### config.mk
export PLATFORM = sky130hd
export DESIGN_NAME = regfile_mp
export DESIGN_NICKNAME = d
export VERILOG_FILES = /design/src/rtl/regfile_pkg.sv /design/src/rtl/regfile_rd_port.sv /design/src/rtl/regfile_mp.sv
export SDC_FILE = /design/constraint.sdc
export NUM_CORES = 2
export LEC_CHECK = 0
export CAP_MARGIN = 20
export CORE_MARGIN = 1
export CORE_UTILIZATION = 50
export CTS_CLUSTER_SIZE = 25
export DETAILED_ROUTE_END_ITERATION = 8
export PLACE_DENSITY = 0.65
export SYNTH_ARGS = -nofsm -noshare
export SYNTH_HDL_FRONTEND = slang
export SYNTH_HIERARCHICAL = 1
export SYNTH_SLANG_ARGS = --single-unit
### constraint.sdc
create_clock -name clk -period 5.7 [get_ports clk]
set_input_delay 0.855 -clock clk [delete_from_list [all_inputs] [get_ports clk]]
set_output_delay 0.855 -clock clk [all_outputs]
set_load 0.005 [all_outputs]
### src/rtl/regfile_pkg.sv
// Shared types and defaults for the multi-port register file.
// Slice helper keeps packed-port indexing consistent across files.
package regfile_pkg;

  localparam int XLEN_DEF   = 32;
  localparam int NREGS_DEF  = 32;
  localparam int NRD_DEF    = 2;
  localparam int NWR_DEF    = 1;
  localparam int BYPASS_DEF = 1;

  typedef enum logic {
    RF_INIT,
    RF_RUN
  } rf_state_e;

  // Low bit of port `port` inside a packed bus of `width`-bit fields.
  function automatic int slice_lo(input int port, input int width);
    return port * width;
  endfunction

endpackage

### src/rtl/regfile_rd_port.sv
// One combinational read port: zero/range check, write-bypass mux and busy mask.
module regfile_rd_port
  import regfile_pkg::*;
#(
  parameter int XLEN   = XLEN_DEF,
  parameter int NREGS  = NREGS_DEF,
  parameter int NWR    = NWR_DEF,
  parameter int BYPASS = BYPASS_DEF,
  parameter int AW     = $clog2(NREGS)
) (
  input  logic               run,
  input  logic [AW-1:0]      addr,
  input  logic [NWR-1:0]     wr_en,
  input  logic [NWR*AW-1:0]  wr_addr,
  input  logic [NWR*XLEN-1:0] wr_data,
  input  logic [XLEN-1:0]    rf_data,
  input  logic               pending,
  output logic [XLEN-1:0]    data,
  output logic               busy
);

  localparam logic [AW:0] NREGS_L = (AW+1)'(NREGS);

  logic            valid;
  logic            hit;
  logic [XLEN-1:0] hit_data;

  // Later write ports overwrite earlier matches, so the highest index wins.
  always_comb begin
    data     = '0;
    busy     = 1'b0;
    hit      = 1'b0;
    hit_data = '0;
    valid    = run && (addr != '0) && ({1'b0, addr} < NREGS_L);
    if (BYPASS != 0) begin
      for (int j = 0; j < NWR; j++) begin
        if (wr_en[j] && (wr_addr[slice_lo(j, AW) +: AW] == addr)) begin
          hit      = 1'b1;
          hit_data = wr_data[slice_lo(j, XLEN) +: XLEN];
        end
      end
    end
    if (valid) begin
      data = hit ? hit_data : rf_data;
      busy = pending && !hit;
    end
  end

endmodule

### src/rtl/regfile_mp.sv
// Multi-port register file with post-reset clear sweep, write bypass and
// a per-register pending scoreboard. The storage array itself has no reset.
module regfile_mp
  import regfile_pkg::*;
#(
  parameter int XLEN   = XLEN_DEF,
  parameter int NREGS  = NREGS_DEF,
  parameter int NRD    = NRD_DEF,
  parameter int NWR    = NWR_DEF,
  parameter int BYPASS = BYPASS_DEF,
  localparam int AW    = $clog2(NREGS)
) (
  input  logic                clk,
  input  logic                rst,
  output logic                init_done_o,
  input  logic [NRD*AW-1:0]   rd_addr_i,
  output logic [NRD*XLEN-1:0] rd_data_o,
  output logic [NRD-1:0]      rd_busy_o,
  input  logic [NWR-1:0]      wr_en_i,
  input  logic [NWR*AW-1:0]   wr_addr_i,
  input  logic [NWR*XLEN-1:0] wr_data_i,
  input  logic                alloc_en_i,
  input  logic [AW-1:0]       alloc_addr_i,
  output logic                wr_conflict_o
);

  localparam logic [AW:0]   NREGS_L  = (AW+1)'(NREGS);
  localparam logic [AW-1:0] LAST_IDX = AW'(NREGS - 1);

  rf_state_e        state, state_next;
  logic [AW-1:0]    idx, idx_next;
  logic             sweep_we;
  logic             run;
  logic [XLEN-1:0]  rf [NREGS];
  logic [NREGS-1:0] pending, pending_next;
  logic [AW-1:0]    wa [NWR];
  logic [XLEN-1:0]  wd [NWR];
  logic [NWR-1:0]   wr_ok;
  logic             conflict_now;
  logic             alloc_ok;

  assign run         = (state == RF_RUN);
  assign init_done_o = run;

  always_ff @(posedge clk or negedge rst) begin
    if (!rst) begin
      state <= RF_INIT;
      idx   <= AW'(1);
    end else begin
      state <= state_next;
      idx   <= idx_next;
    end
  end

  // Sweep walks idx from 1 up; register 0 never needs clearing.
  always_comb begin
    state_next = state;
    idx_next   = idx;
    sweep_we   = 1'b0;
    if (state == RF_INIT) begin
      sweep_we = 1'b1;
      idx_next = idx + 1'b1;
      if (idx == LAST_IDX) state_next = RF_RUN;
    end
  end

  for (genvar j = 0; j < NWR; j++) begin : g_wr
    assign wa[j]    = wr_addr_i[slice_lo(j, AW) +: AW];
    assign wd[j]    = wr_data_i[slice_lo(j, XLEN) +: XLEN];
    assign wr_ok[j] = run && wr_en_i[j] && (wa[j] != '0) && ({1'b0, wa[j]} < NREGS_L);
  end

  // Later loop iterations take priority, giving highest-port-wins.
  always_ff @(posedge clk) begin
    if (sweep_we) rf[idx] <= '0;
    for (int j = 0; j < NWR; j++) begin
      if (wr_ok[j]) rf[wa[j]] <= wd[j];
    end
  end

  always_comb begin
    conflict_now = 1'b0;
    for (int i = 0; i < NWR; i++) begin
      for (int j = i + 1; j < NWR; j++) begin
        if (wr_ok[i] && wr_ok[j] && (wa[i] == wa[j])) conflict_now = 1'b1;
      end
    end
  end

  always_ff @(posedge clk or negedge rst) begin
    if (!rst) wr_conflict_o <= 1'b0;
    else      wr_conflict_o <= conflict_now;
  end

  assign alloc_ok = run && alloc_en_i && (alloc_addr_i != '0);

  // Alloc is applied after the write clear so a new producer survives.
  always_comb begin
    pending_next = pending;
    for (int r = 1; r < NREGS; r++) begin
      for (int j = 0; j < NWR; j++) begin
        if (wr_ok[j] && (wa[j] == AW'(r))) pending_next[r] = 1'b0;
      end
      if (alloc_ok && (alloc_addr_i == AW'(r))) pending_next[r] = 1'b1;
    end
    pending_next[0] = 1'b0;
  end

  always_ff @(posedge clk or negedge rst) begin
    if (!rst) pending <= '0;
    else      pending <= pending_next;
  end

  for (genvar k = 0; k < NRD; k++) begin : g_rd
    logic [AW-1:0]   ra;
    logic            in_range;
    logic [XLEN-1:0] rf_rd;
    logic            pend_rd;

    assign ra       = rd_addr_i[slice_lo(k, AW) +: AW];
    assign in_range = ({1'b0, ra} < NREGS_L);
    assign rf_rd    = in_range ? rf[ra] : '0;
    assign pend_rd  = in_range ? pending[ra] : 1'b0;

    regfile_rd_port #(
      .XLEN   (XLEN),
      .NREGS  (NREGS),
      .NWR    (NWR),
      .BYPASS (BYPASS),
      .AW     (AW)
    ) u_rd_port (
      .run     (run),
      .addr    (ra),
      .wr_en   (wr_en_i),
      .wr_addr (wr_addr_i),
      .wr_data (wr_data_i),
      .rf_data (rf_rd),
      .pending (pend_rd),
      .data    (rd_data_o[slice_lo(k, XLEN) +: XLEN]),
      .busy    (rd_busy_o[k])
    );
  end

endmodule

After elaboration in Yosys (flattened, before gate mapping). Memories as Yosys holds them, arrays and structs flattened. Index checks and enable logic that the tools add are counted.

Bits in latches: 0. Memories: 1. Memory bits (writable): 1024. Bits of input ports: 56. Memory bits (read-only): 0. Output and inout port bits: 68. Flip-flop bits (word level): 37.

Memory list: rf (words 32, bits a word 32, rd ports 2, clocked after memory_dff 0, write ports 1, line regfile_mp.sv:34) `logic [XLEN-1:0] rf [NREGS];`.

Mux-type cells: 84. Bitwise gates (word level): 0. $add $sub $neg: 1. $mul: 0. Order comparisons: 2. Reductions and logical operators: 110. Div/mod/pow operators: 0. Equality and inequality tests: 65. Shifts and indexed selects: 0.

Operator list (number): $mux W32 (7); $eq A5 B5 Y1 const B (33); $eq A5 B4 Y1 const B (16); $mux W1 (74); $logic_and A1 B1 Y1 (72); $reduce_bool A2 Y1 (31); $eq A5 B3 Y1 const B (8); $reduce_or A32 Y1 (1); $eq A5 B2 Y1 const B (4); $reduce_bool A5 Y1 (4); $lt A5 B6 Y1 const B (2); $bmux W1 S5 (2); $eq A5 B1 Y1 const B (2); $eq A5 B5 Y1 (2); $add A5 B1 Y5 const B (1); $mux W5 (1); $logic_not A1 Y1 (2).

Depth between registers and ports, before layout.
Depth after elaboration: 6. Gate-level depth with buffers: 9. Depth with buffers taken out: 6.

Cells and area by module. Netlist, hierarchy kept.

By module, submodules not included: regfile_mp (seq. area each 31676.6 µm², area an instance 48280.1 µm², times used 1, cells each 2360); regfile_rd_port (seq. area each 0.0 µm², area an instance 669.4 µm², times used 2, cells each 125).

Worst setup path after synthesis. No wires, ideal clock.

Path type: input port to flip-flop. Start: input port wr_addr_i[0]. End: memory rf[4][0] (netlist bit), enable pin. Setup slack: 2.160 ns. Data arrival time: 3.118 ns. Stages on the path: 5. Data required time: 5.279 ns. Path through: nor2_1 a21oi_1 buf_2 mux2_2 nor2_1.

Longest elaborated chain between the ends: 6.

Ends and longest elaborated chain: from (decl) (line regfile_mp.sv:20) `input logic [NWR*AW-1:0] wr_addr_i,`; $reduce_bool A5 Y1 (line regfile_mp.sv:70) `assign wr_ok[j] = run && wr_en_i[j] && (wa[j] != '0) && ({1'b0, wa[j]} < NREGS_L);`; $logic_and A1 B1 Y1 (line regfile_mp.sv:70); $mux W1 (line regfile_mp.sv:77) `if (wr_ok[j]) rf[wa[j]] <= wd[j];`; $mux W1 (not written as such) (line regfile_mp.sv:77); $reduce_or A32 Y1 (no source line); $mux W5 (no source line) / $mux W1 (equally long branches); to (decl) (line regfile_mp.sv:34).

Several ways; a longest one is shown, not always the timed one.

Final worst setup path.
Start: input port rd_addr_i[0]. End: output port rd_data_o[27].

RTL lines: from (decl) (line regfile_mp.sv:16) `input logic [NRD*AW-1:0] rd_addr_i,`; $mem_v2 Z32 W32; net g_rd[0].rf_rd[27] (line regfile_mp.sv:117) `logic [XLEN-1:0] rf_rd;`; $mux W32 (line regfile_rd_port.sv:44) `data = hit ? hit_data : rf_data;`; $mux W32 (line regfile_rd_port.sv:43) `if (valid) begin`; to (decl) (line regfile_mp.sv:17) `output logic [NRD*XLEN-1:0] rd_data_o,`.

The timed path passes the listed nets, and every way through them passes these cells.

==> impl_metrics.csv <==
group,metric,value,unit
timing,slew_headroom,26.0,%
synth,muxShareOfSynthArea,24.1,%
timing,setup_slack,0.399,ns
die,rows,115,
setup_path,crit_slowest_cell,"nor4_1",
pwr,vdd_drop_max,0.000239,V
setup_path,cp_cell_sequence,"clkdlybuf4s50_1, buf_4, or3_2, buf_4, o22ai_1, nor4_1, nand2_1, o21ai_1, clkdlybuf4s50_1",
detailed_routing,wl,153000,um
setup_path,start_kind,"input pin",
cts,htreeDepth,3,
detailed_routing,vias,30200,
cells_and_area,drive_above_1_share,30.6,%
global_route,grt_max_degree,63,
global_route,grt.overflow.total,0,
synth,synthDistinctLibCells,50,
detailed_routing,drtAntennaViolNets,0,
timing,finalCriticalPeriod,5.30,ns
cells_and_area,multi_input_area,16800,um^2
setup_path,cp.arrival,4.45,ns
cts,cts_root_buffer,"clkbuf_16",
die,die_height,317,um
status,outcome,"completed",
synth,synth-xor-area-share,0.229,%
detailed_routing,dr.pass1.iters,5,
cells_and_area,seq_area,31700,um^2
timing,max_freq,189,MHz
cts,clkTransAtPathRegs,0.06,ns
timing,worst_slew_pin_slew,1.10,ns
setup_path,slowest_delay,0.83,ns
die,die_x,317,um
pwr,powerDensity,305,nW/um^2
die,io_pins,124,
cells_and_area,fill_cells,7251,
timing,hold_violations,0,
synth,synth_top_family_by_area,"multiplexers",
detailed_routing,remaining_drc_errors,0,
global_route,grt_pass1_wl,217000,um
hold_path,min_path_type,"reg2reg",
synth,yosysWarnings,6,
global_route,track_usage,30.8,%
cts,hold_buffers,0,
timing,drv_slew,0,
die,start_util,50.4,%
cts,clock_latency,0.70,ns
die,die_area,101000,um^2
synth,synth_async_sr_flop_share,3.49,%
synth,synth-adder-area-share,0.0504,%
cts,cts_resized,0,
timing,fin_skew,0.0216,ns
setup_path,crit_buf_inv,4,
placed_design,io_buffers,122,
setup_path,cp.required,4.85,ns
global_route,grt_pass1_vias,31100,
cts,cts_buffers,111,
synth,synth.cell_area,49600,um^2
setup_path,crit_path_end_kind,"output port",
detailed_routing,wl_per_cell,36.9,um
cts,postCtsSetupBuffers,0,
cells_and_area,layout.nets,2828,
timing,finalSetupViolCount,0,
synth,synth_seq_cells,1061,
synth,synthCells,2610,
synth,postSynthAreaPerCell,19.0,um^2
synth,synth_compound_area_share,4.87,%
timing,rsz0062_at_grt,"no",
detailed_routing,vias_per_cell,7.27,
synth,synth-simple-area-share,4.02,%
placed_design,dp_hpwl,88700,um
detailed_routing,drt-initial-drc-count,3875,
setup_path,critPathTopFamily,"buffers and inverters",
synth,synth_edf_count,1024,
synth,syn-num-nets,2668,
setup_path,crit_type,"in2out",
synth,ys_seq_area_share,63.8,%
cts,clock_sinks,1061,
timing,hold_slack,0.540,ns
placed_design,dpl_worst_slack,0.563,ns
timing,fin_setup_tns,0,ns
timing,finalCritPeriodShare,93.0,%
synth,synthFlopType,"edfxtp_1",
global_route,grt_antenna_before_repair,1,
setup_path,cp_max_fo,11,
cts,cts_tree,"done",
cts,cts_buffer_depth,3,
pwr,finalPower,17.3,mW
cells_and_area,layout-area-overhead-vs-synth,14.3,%
die,design.core.area,98400,um^2
placed_design,routabilityCongestion,0.856,
job,drv_cap,0,
pwr,p_leak,19.3,nW
metal layers:
layer	track usage [%]	wire length, um
met5	0	0
met4	15.3	8090
met3	6.37	15700
met2	50.6	75500
met1	39.3	53600
power by group:
group / internal, mW / total, mW / switching [mW]
logic: 0.668 / 1.58 / 0.911
clock network: 4.04 / 7.07 / 3.02
registers: 8.61 / 8.63 / 0.0264
layout make-up:
type | instances | area share (%)
tap | 1287 | 2.84
multi-input combinational | 1329 | 29.7
sequential | 1061 | 55.9
inverter | 6 | 0.0397
clock inverter | 56 | 0.821
timing repair buffer | 261 | 5.37
clock buffer | 147 | 5.36
antenna | 1 | 0.00441
worst paths after layout:
path	start	to	slack, ns	cells after the start
min in group asynchronous	rst	pending[3]	0.59	2
setup reg to reg	init_done_o	rf[6][30]	1.40	6
hold / removal	pending[6]	pending[6]	0.54	2
max in group asynchronous	rst	idx[0]	4.74	2
setup / recovery	rd_addr_i[0]	rd_data_o[27]	0.40	9
hold reg to reg	pending[6]	pending[6]	0.54	2
state kept, by name (all words and copies together), names as in the netlist:
register	cells
pending	31
idx	5
init_done_o	1
rf	1024
cells by family after synthesis:
group / Yosys count
buffers and inverters: 220
multiplexers: 542
adder cells (fa/ha/maj): 2
other: 1
AO/OA/AOI/OAI: 403
flip-flops: 1061
AND/OR/NAND/NOR: 368
XOR/XNOR: 13
metrics by stage:
step           util, %  std cells  cell area, um^2
4_1_cts           57.4       4138            56500
6_report          57.6       4148            56700
3_3_place_gp      53.8       3935            53000
3_5_place_dp      53.8       3935            53000
5_1_grt           57.6       4147            56700
2_1_floorplan        -       2610            49600
cells in the mapped netlist, types with 5 or more instances:
library cell,instances,area (um^2)
mux2_2,13,146
or2_2,5,31.3
buf_4,16,120
o21ai_1,58,290
and2_1,34,213
buf_2,75,375
xnor2_1,9,78.8
o22ai_1,257,1610
mux2i_1,11,110
clkbuf_1,63,236
buf_6,52,586
nand2b_1,11,68.8
nor2_1,45,169
nor2b_1,6,37.5
or3_1,9,56.3
nor4_1,66,413
nand2_1,83,312
nand3b_1,12,90.1
mux4_2,507,11400
inv_1,6,22.5
o21ai_0,68,340
nand4_1,71,444
dfrtp_1,36,901
mux4_1,11,289
nand3_1,13,65.1
edfxtp_1,1024,30700
placed cells by master (no fill, tap or decap), drive strengths merged, types with 5 or more instances in the layout:
master / instances
edfxtp: 1024
mux4: 518
o22ai: 257
clkbuf: 148
buf: 142
o21ai: 126
clkdlybuf4s50: 118
nand2: 83
nand4: 71
nor4: 66
nor2: 45
clkinv: 43
dfrtp: 36
and2: 34
mux2: 13
nand3: 13
nand3b: 12
mux2i: 11
nand2b: 11
xnor2: 9
or3: 9
inv: 8
bufinv: 7
nor2b: 6
or2: 5
worst register-to-register path, delay by kind of cell, from the launching register on:
kind            cells  cell delay (ns)
simple gates        2             1.20
compound gates      2             1.01
buf+inv             2             0.93
flops               1             0.83
No activity file was read; power rests on OpenSTA's default activity.
